`config.mk`:
```
export PLATFORM = sky130hd
export DESIGN_NAME = vga_timing_gen
export DESIGN_NICKNAME = d
export VERILOG_FILES = /design/src/rtl/vga_timing_pkg.sv /design/src/rtl/vga_axis_counter.sv /design/src/rtl/vga_timing_gen.sv
export SDC_FILE = /design/constraint.sdc
export NUM_CORES = 1
export LEC_CHECK = 0
export BUFFER_PORTS_ARGS = -buffer_cell sky130_fd_sc_hd__buf_4
export CORE_UTILIZATION = 59
export DETAILED_ROUTE_END_ITERATION = 8
export PLACE_DENSITY = 0.82
export SLEW_MARGIN = 40
export SYNTH_ARGS = -nofsm -noshare
export SYNTH_HDL_FRONTEND = slang
export SYNTH_SLANG_ARGS = --single-unit
```
`constraint.sdc`:
```
create_clock -name CLK -period 8.4 [get_ports CLK]
set_input_delay 1.26 -clock CLK [delete_from_list [all_inputs] [get_ports CLK]]
set_output_delay 1.26 -clock CLK [all_outputs]
set_load 0.005 [all_outputs]
```
`src/rtl/vga_timing_pkg.sv`:
```
// vga_timing_pkg: 640x480@60 default timing, per-axis region type and total-length helper.
package vga_timing_pkg;
    localparam int DEF_H_SYNC   = 96;
    localparam int DEF_H_BP     = 48;
    localparam int DEF_H_ACTIVE = 640;
    localparam int DEF_H_FP     = 16;
    localparam int DEF_V_SYNC   = 2;
    localparam int DEF_V_BP     = 33;
    localparam int DEF_V_ACTIVE = 480;
    localparam int DEF_V_FP     = 10;
    localparam int DEF_CW       = 10;

    typedef enum logic [1:0] {SYNC, BACK_PORCH, ACTIVE, FRONT_PORCH} region_t;

    function automatic int axis_total(input int sync_len, input int bp_len, input int act_len, input int fp_len);
        return sync_len + bp_len + act_len + fp_len;
    endfunction
endpackage

```
`src/rtl/vga_axis_counter.sv`:
```
// vga_axis_counter: one raster axis; counter, wrap flag, region decode, sync bit and active offset.
// Decode looks at the count the register will hold after this edge, so outputs stay aligned with cnt.
module vga_axis_counter
    import vga_timing_pkg::*;
#(
    parameter int SYNC_LEN = DEF_H_SYNC,
    parameter int BP_LEN   = DEF_H_BP,
    parameter int ACT_LEN  = DEF_H_ACTIVE,
    parameter int FP_LEN   = DEF_H_FP,
    parameter bit POL      = 1'b0,
    parameter int CW       = DEF_CW
) (
    input  logic          clk,
    input  logic          rst,
    input  logic          adv,
    output logic [CW-1:0] cnt,
    output logic          sync,
    output logic          last,
    output logic          n_act,
    output logic [CW-1:0] n_off
);
    localparam int TOTAL = axis_total(SYNC_LEN, BP_LEN, ACT_LEN, FP_LEN);
    localparam logic [CW-1:0] BP_AT   = CW'(SYNC_LEN);
    localparam logic [CW-1:0] ACT_AT  = CW'(SYNC_LEN + BP_LEN);
    localparam logic [CW-1:0] FP_AT   = CW'(SYNC_LEN + BP_LEN + ACT_LEN);
    localparam logic [CW-1:0] LAST_AT = CW'(TOTAL - 1);

    if (SYNC_LEN < 1 || BP_LEN < 1 || ACT_LEN < 1 || FP_LEN < 1 || CW < 1 || CW > 30 || TOTAL > (1 << CW)) begin : g_bad_cfg
        $error("vga_axis_counter: zero-width region or total exceeds counter range");
    end

    logic [CW-1:0] cnt_d;
    region_t       region;

    assign last = cnt == LAST_AT;

    always_comb begin
        cnt_d  = adv ? (last ? '0 : cnt + 1'b1) : cnt;
        region = cnt_d < BP_AT ? SYNC : cnt_d < ACT_AT ? BACK_PORCH : cnt_d < FP_AT ? ACTIVE : FRONT_PORCH;
        n_act  = region == ACTIVE;
        n_off  = n_act ? cnt_d - ACT_AT : '0;
    end

    always_ff @(posedge clk or posedge rst) begin
        if (rst) begin
            cnt  <= '0;
            sync <= POL;
        end else begin
            cnt  <= cnt_d;
            sync <= region == SYNC ? POL : ~POL;
        end
    end
endmodule

```
`src/rtl/vga_timing_gen.sv`:
```
// vga_timing_gen: VGA raster timing; counters, syncs, display enable, active coordinates and strobes.
module vga_timing_gen
    import vga_timing_pkg::*;
#(
    parameter int H_SYNC    = DEF_H_SYNC,
    parameter int H_BP      = DEF_H_BP,
    parameter int H_ACTIVE  = DEF_H_ACTIVE,
    parameter int H_FP      = DEF_H_FP,
    parameter int V_SYNC    = DEF_V_SYNC,
    parameter int V_BP      = DEF_V_BP,
    parameter int V_ACTIVE  = DEF_V_ACTIVE,
    parameter int V_FP      = DEF_V_FP,
    parameter bit HSYNC_POL = 1'b0,
    parameter bit VSYNC_POL = 1'b0,
    parameter int CW        = DEF_CW
) (
    input  logic          CLK,
    input  logic          RESET,
    input  logic          pix_en,
    output logic [CW-1:0] H_Counts,
    output logic [CW-1:0] V_Counts,
    output logic          HSYNC,
    output logic          VSYNC,
    output logic          display,
    output logic [CW-1:0] Display_Col,
    output logic [CW-1:0] Display_Row,
    output logic          line_start,
    output logic          frame_start
);
    logic          h_last, v_last, h_act, v_act;
    logic [CW-1:0] h_off, v_off;

    vga_axis_counter #(
        .SYNC_LEN(H_SYNC), .BP_LEN(H_BP), .ACT_LEN(H_ACTIVE), .FP_LEN(H_FP), .POL(HSYNC_POL), .CW(CW)
    ) u_h (
        .clk(CLK), .rst(RESET), .adv(pix_en), .cnt(H_Counts), .sync(HSYNC),
        .last(h_last), .n_act(h_act), .n_off(h_off)
    );

    // The vertical axis only steps on the tick that wraps the horizontal one.
    vga_axis_counter #(
        .SYNC_LEN(V_SYNC), .BP_LEN(V_BP), .ACT_LEN(V_ACTIVE), .FP_LEN(V_FP), .POL(VSYNC_POL), .CW(CW)
    ) u_v (
        .clk(CLK), .rst(RESET), .adv(pix_en & h_last), .cnt(V_Counts), .sync(VSYNC),
        .last(v_last), .n_act(v_act), .n_off(v_off)
    );

    always_ff @(posedge CLK or posedge RESET) begin
        if (RESET) begin
            display     <= 1'b0;
            Display_Col <= '0;
            Display_Row <= '0;
            line_start  <= 1'b0;
            frame_start <= 1'b0;
        end else if (pix_en) begin
            display     <= h_act & v_act;
            Display_Col <= (h_act & v_act) ? h_off : '0;
            Display_Row <= (h_act & v_act) ? v_off : '0;
            line_start  <= h_last;
            frame_start <= h_last & v_last;
        end
    end
endmodule

```
==> qor_table.md <==
| Quantity | Reported |
|---|---|
| Worst hold slack | 483.5 ps |
| Initial Utilization | 61.93% |
| Share of final-layout standard cells stronger than drive strength 1 | 26.55% |
| Proportion of synthesized area in mux cells | 1.204% |
| Synthesized netlist cell count | 248 |
| Worst-path fanout max | 24 |
| Net switching share of the total power | 30.43% |
| Total standard cell area after synthesis | 2495 um2 |
| HPWL after DPL | 3850 um |
| Arrival time reported for the critical path endpoint | 4130 ps |
| Number of H-tree branching levels | 2 |
| Sequential power share | 53.6% |
| Root buf cell | sky130_fd_sc_hd__clkbuf_8 |
| Clock group share of total power | 27.1% |
| Initial antenna violation count | 0 |
| IO Pins | 48 |
| Combinational family with the most area after synthesis | compound AO/OA/AOI/OAI gates |
| WL final | 5583 um |
| Type of element capturing the critical path | flip-flop |
| Count of antenna diodes in the layout | 0 |
| Mapped Nets | 256 |
| Source-to-sink clock delay at the later pin of the worst-skew pair | 300 ps |
| Synthesis warning total | 0 |
| Routed WL per cell | 16.42 um |
| Port buffer count | 47 |
| Number of buffers created by CTS | 5 |
| First-pass detailed-route iteration total | 4 |
| Synth cell types | 55 |
| Routed vias | 2042 |
| Final nets | 299 |
| Sequential cell area fraction in the yosys report | 45.14% |
| Average cell area after synthesis | 10.06 um2 |
| Required @ worst endpoint | 8600 ps |
| Fin. Hold Viols | 0 |
| VDD IR max | 0.09594 mV |
| Startpoint class of the critical path | primary input |
| Top library cells by usage in the layout, fill and taps aside | 50 x sky130_fd_sc_hd__buf_4, 45 x sky130_fd_sc_hd__dfrtp_1, 31 x sky130_fd_sc_hd__nand2_1 |
| Most instantiated flip-flop cell in the synthesis netlist | sky130_fd_sc_hd__dfrtp_1 |
| EDFF count, synth | 0 |
| MaxCap Viol Count | 0 |
| Die Outline Area | 4492 um2 |
| Bufs on Longest Clock Path | 2 |
| Parity-gate share of the synthesized area counting xor and xnor cells | 6.971% |
| Number of flip-flops and latches in the synthesized netlist | 45 |
| Transition time of the tightest slew-check pin | 612.9 ps |
| Switching power | 0.1406 mW |
| Antenna-violating nets left | 0 |
| Largest net degree at the start of global routing | 46 |
| Cell leakage power | 1.378 nW |
| Vias in the first global route | 1765 |
| RSZ-0062 raised after global routing | false |
| Number of sinks on the clock net | 45 |
| Count of buffers added by post-CTS timing repair for setup | 0 |
| DRC marker count from the first detailed-route iteration | 174 |
| Number of pins with negative max-slew slack in the final report | 0 |
| Final worst path period need | 3930 ps |
| Total placed instance area | 2867 um2 |
| Hold-fix buffer count after cts | 0 |
| Number of vias per cell after detailed routing | 6.006 |
| Post-CTS resize count | 0 |
| Finished Cell Area | 2940 um2 |
| Async SR Flop Fraction | 100.0% |
| DIE HEIGHT | 67.03 um |
| Area of the placeable core | 4029 um2 |
| Relative slew slack | 58.71% |
| Post-synthesis simple-gate area fraction | 18.71% |
| Clock skew after layout | 6.651 ps |
| Last weighted congestion value of the routability-driven placer | 0.8857 |
| Highest attainable clock frequency | 254.4 MHz |
| Compound-gate portion of the synthesized area | 20.71% |
| Die X-Extent | 67.03 um |
| Core Rows | 23 |
| Final setup violating endpoints | 0 |
| Wire length of the first global-routing pass | 8983 um |
| Share of the cycle needed by the critical path after routing | 46.79% |
| Gr usage total | 27.44% |
| Path class of the lowest-slack min-delay path | reg2reg |
| Share of synthesized cell area in full adder, half adder and majority cells | 2.508% |
| Startpoint-to-endpoint class of the critical path | in2reg |
| Grt ovf | 0 |
| Remaining routing DRC violations | 0 |
| Run status | complete, no violations |
| Power per Cell Area | 157.1 nW/um2 |
| Most common library cell in the layout ignoring fill and taps | sky130_fd_sc_hd__buf_4 |
| Logic pwr share | 19.3% |
| Accumulated negative setup slack | 0 ps |
| Clock slew at the register clock pins of the worst setup and hold paths | 80 ps |
| Internal power summed over all cells | 0.3213 mW |
| TritonCTS clock tree | yes |
| Layout area overhead | 17.85% |
## power groups by stage
stage | combinational (mW) | clock, mW | sequential [mW]
after floorplan | 0.0543 | 0 | 0.248
after global placement | 0.0848 | 0 | 0.251
after detailed placement | 0.0869 | 0 | 0.252
after CTS | 0.0889 | 0.128 | 0.247
after global routing | 0.100 | 0.136 | 0.250
final | 0.0891 | 0.125 | 0.248
## worst max-delay path, stage by stage
cell                       delay (ps)
sky130_fd_sc_hd__buf_4            230
sky130_fd_sc_hd__nand2_1          170
sky130_fd_sc_hd__or4_4            630
sky130_fd_sc_hd__nor2_1           180
sky130_fd_sc_hd__nand2_1           60
sky130_fd_sc_hd__o21ai_0          240
sky130_fd_sc_hd__ha_1             380
sky130_fd_sc_hd__o31ai_2          150
sky130_fd_sc_hd__a21oi_1          270
sky130_fd_sc_hd__o21bai_4         240
sky130_fd_sc_hd__o32ai_1          330
## path summary, 6_finish.rpt
check | start | end | slack [ps] | depth (start not counted)
worst min-delay path | line_start | line_start | 480 | 1
worst max-delay path | pix_en | Display_Col[0] | 4470 | 11
worst min register to register | line_start | line_start | 480 | 1
max in group asynchronous | RESET | u_h.cnt[6] | 6910 | 3
min in group asynchronous | RESET | u_v.cnt[6] | 1110 | 3
worst max register to register | u_v.cnt[6] | Display_Row[4] | 4860 | 10
## layout make-up
type	instances	area, um2
well taps	50	62.56
flip-flops and latches	45	1126
inverters	12	45.04
clock inverters	1	5.005
clock buffers	5	68.82
fillers	298	1089
repair buffers	50	375.4
multi-input cells	177	1257
## logic make-up (layout without fill, tap and decap cells)
group,after synthesis,in the layout
simple gates,86,86
compound gates,64,64
flops,45,45
buf+inv,26,68
xor+xnor,19,19
fa+ha+maj,5,5
mux,3,3
## cell usage after synthesis, types with 2 or more instances
cell                         n  area share (%)
sky130_fd_sc_hd__a21o_1      7             2.1
sky130_fd_sc_hd__a21oi_1     6             1.2
sky130_fd_sc_hd__a22oi_1     2            0.60
sky130_fd_sc_hd__and3_1      2            0.50
sky130_fd_sc_hd__and4_1      2            0.70
sky130_fd_sc_hd__buf_2       2            0.40
sky130_fd_sc_hd__buf_6       2            0.90
sky130_fd_sc_hd__clkbuf_1    8             1.2
sky130_fd_sc_hd__dfrtp_1    45              45
sky130_fd_sc_hd__ha_1        5             2.5
sky130_fd_sc_hd__inv_1      12             1.8
sky130_fd_sc_hd__mux2i_1     3             1.2
sky130_fd_sc_hd__nand2_1    31             4.7
sky130_fd_sc_hd__nand2b_1    2            0.50
sky130_fd_sc_hd__nand3_1    12             2.4
sky130_fd_sc_hd__nand4_1     5             1.3
sky130_fd_sc_hd__nor2_1     10             1.5
sky130_fd_sc_hd__nor3_1      7             1.4
sky130_fd_sc_hd__nor3_2      2            0.80
sky130_fd_sc_hd__nor4_1      2            0.50
sky130_fd_sc_hd__o21ai_0    10             2.0
sky130_fd_sc_hd__o2bb2ai_1  14             4.9
sky130_fd_sc_hd__o31ai_1     2            0.60
sky130_fd_sc_hd__o31ai_2     5             2.5
sky130_fd_sc_hd__o32ai_1     2            0.70
sky130_fd_sc_hd__or2_2       2            0.50
sky130_fd_sc_hd__or3_4       2            0.90
sky130_fd_sc_hd__xnor2_1    13             4.6
sky130_fd_sc_hd__xor2_1      5             1.8
## stage by stage
step | setup WS [ps] | util (%) | cells | power [mW]
global route | 4212 | 72.98 | 340 | 0.4864
finish | 4470 | 72.98 | 340 | 0.4619
detailed placement | 4262 | 71.15 | 334 | 0.3385
global placement | 4083 | 70.96 | 334 | 0.3361
CTS | 4487 | 72.98 | 340 | 0.4637
floorplan | 4899 | - | 248 | 0.3028
## sequential cells by signal, summed over array words and instances (netlist names)
signal       count
Display_Col     10
Display_Row     10
u_h.cnt         10
u_v.cnt         10
display          1
frame_start      1
line_start       1
u_h.sync         1
u_v.sync         1
## per-layer routing
layer  vias up  GRT usage (%)  routed length (um)
met2        70          39.00                2526
li1        980              -                   -
met4         0          8.245                  97
met1       983          40.74                2652
met5         -              0                   0
met3         9          6.336                 308
(Power assumes the default switching activity.)
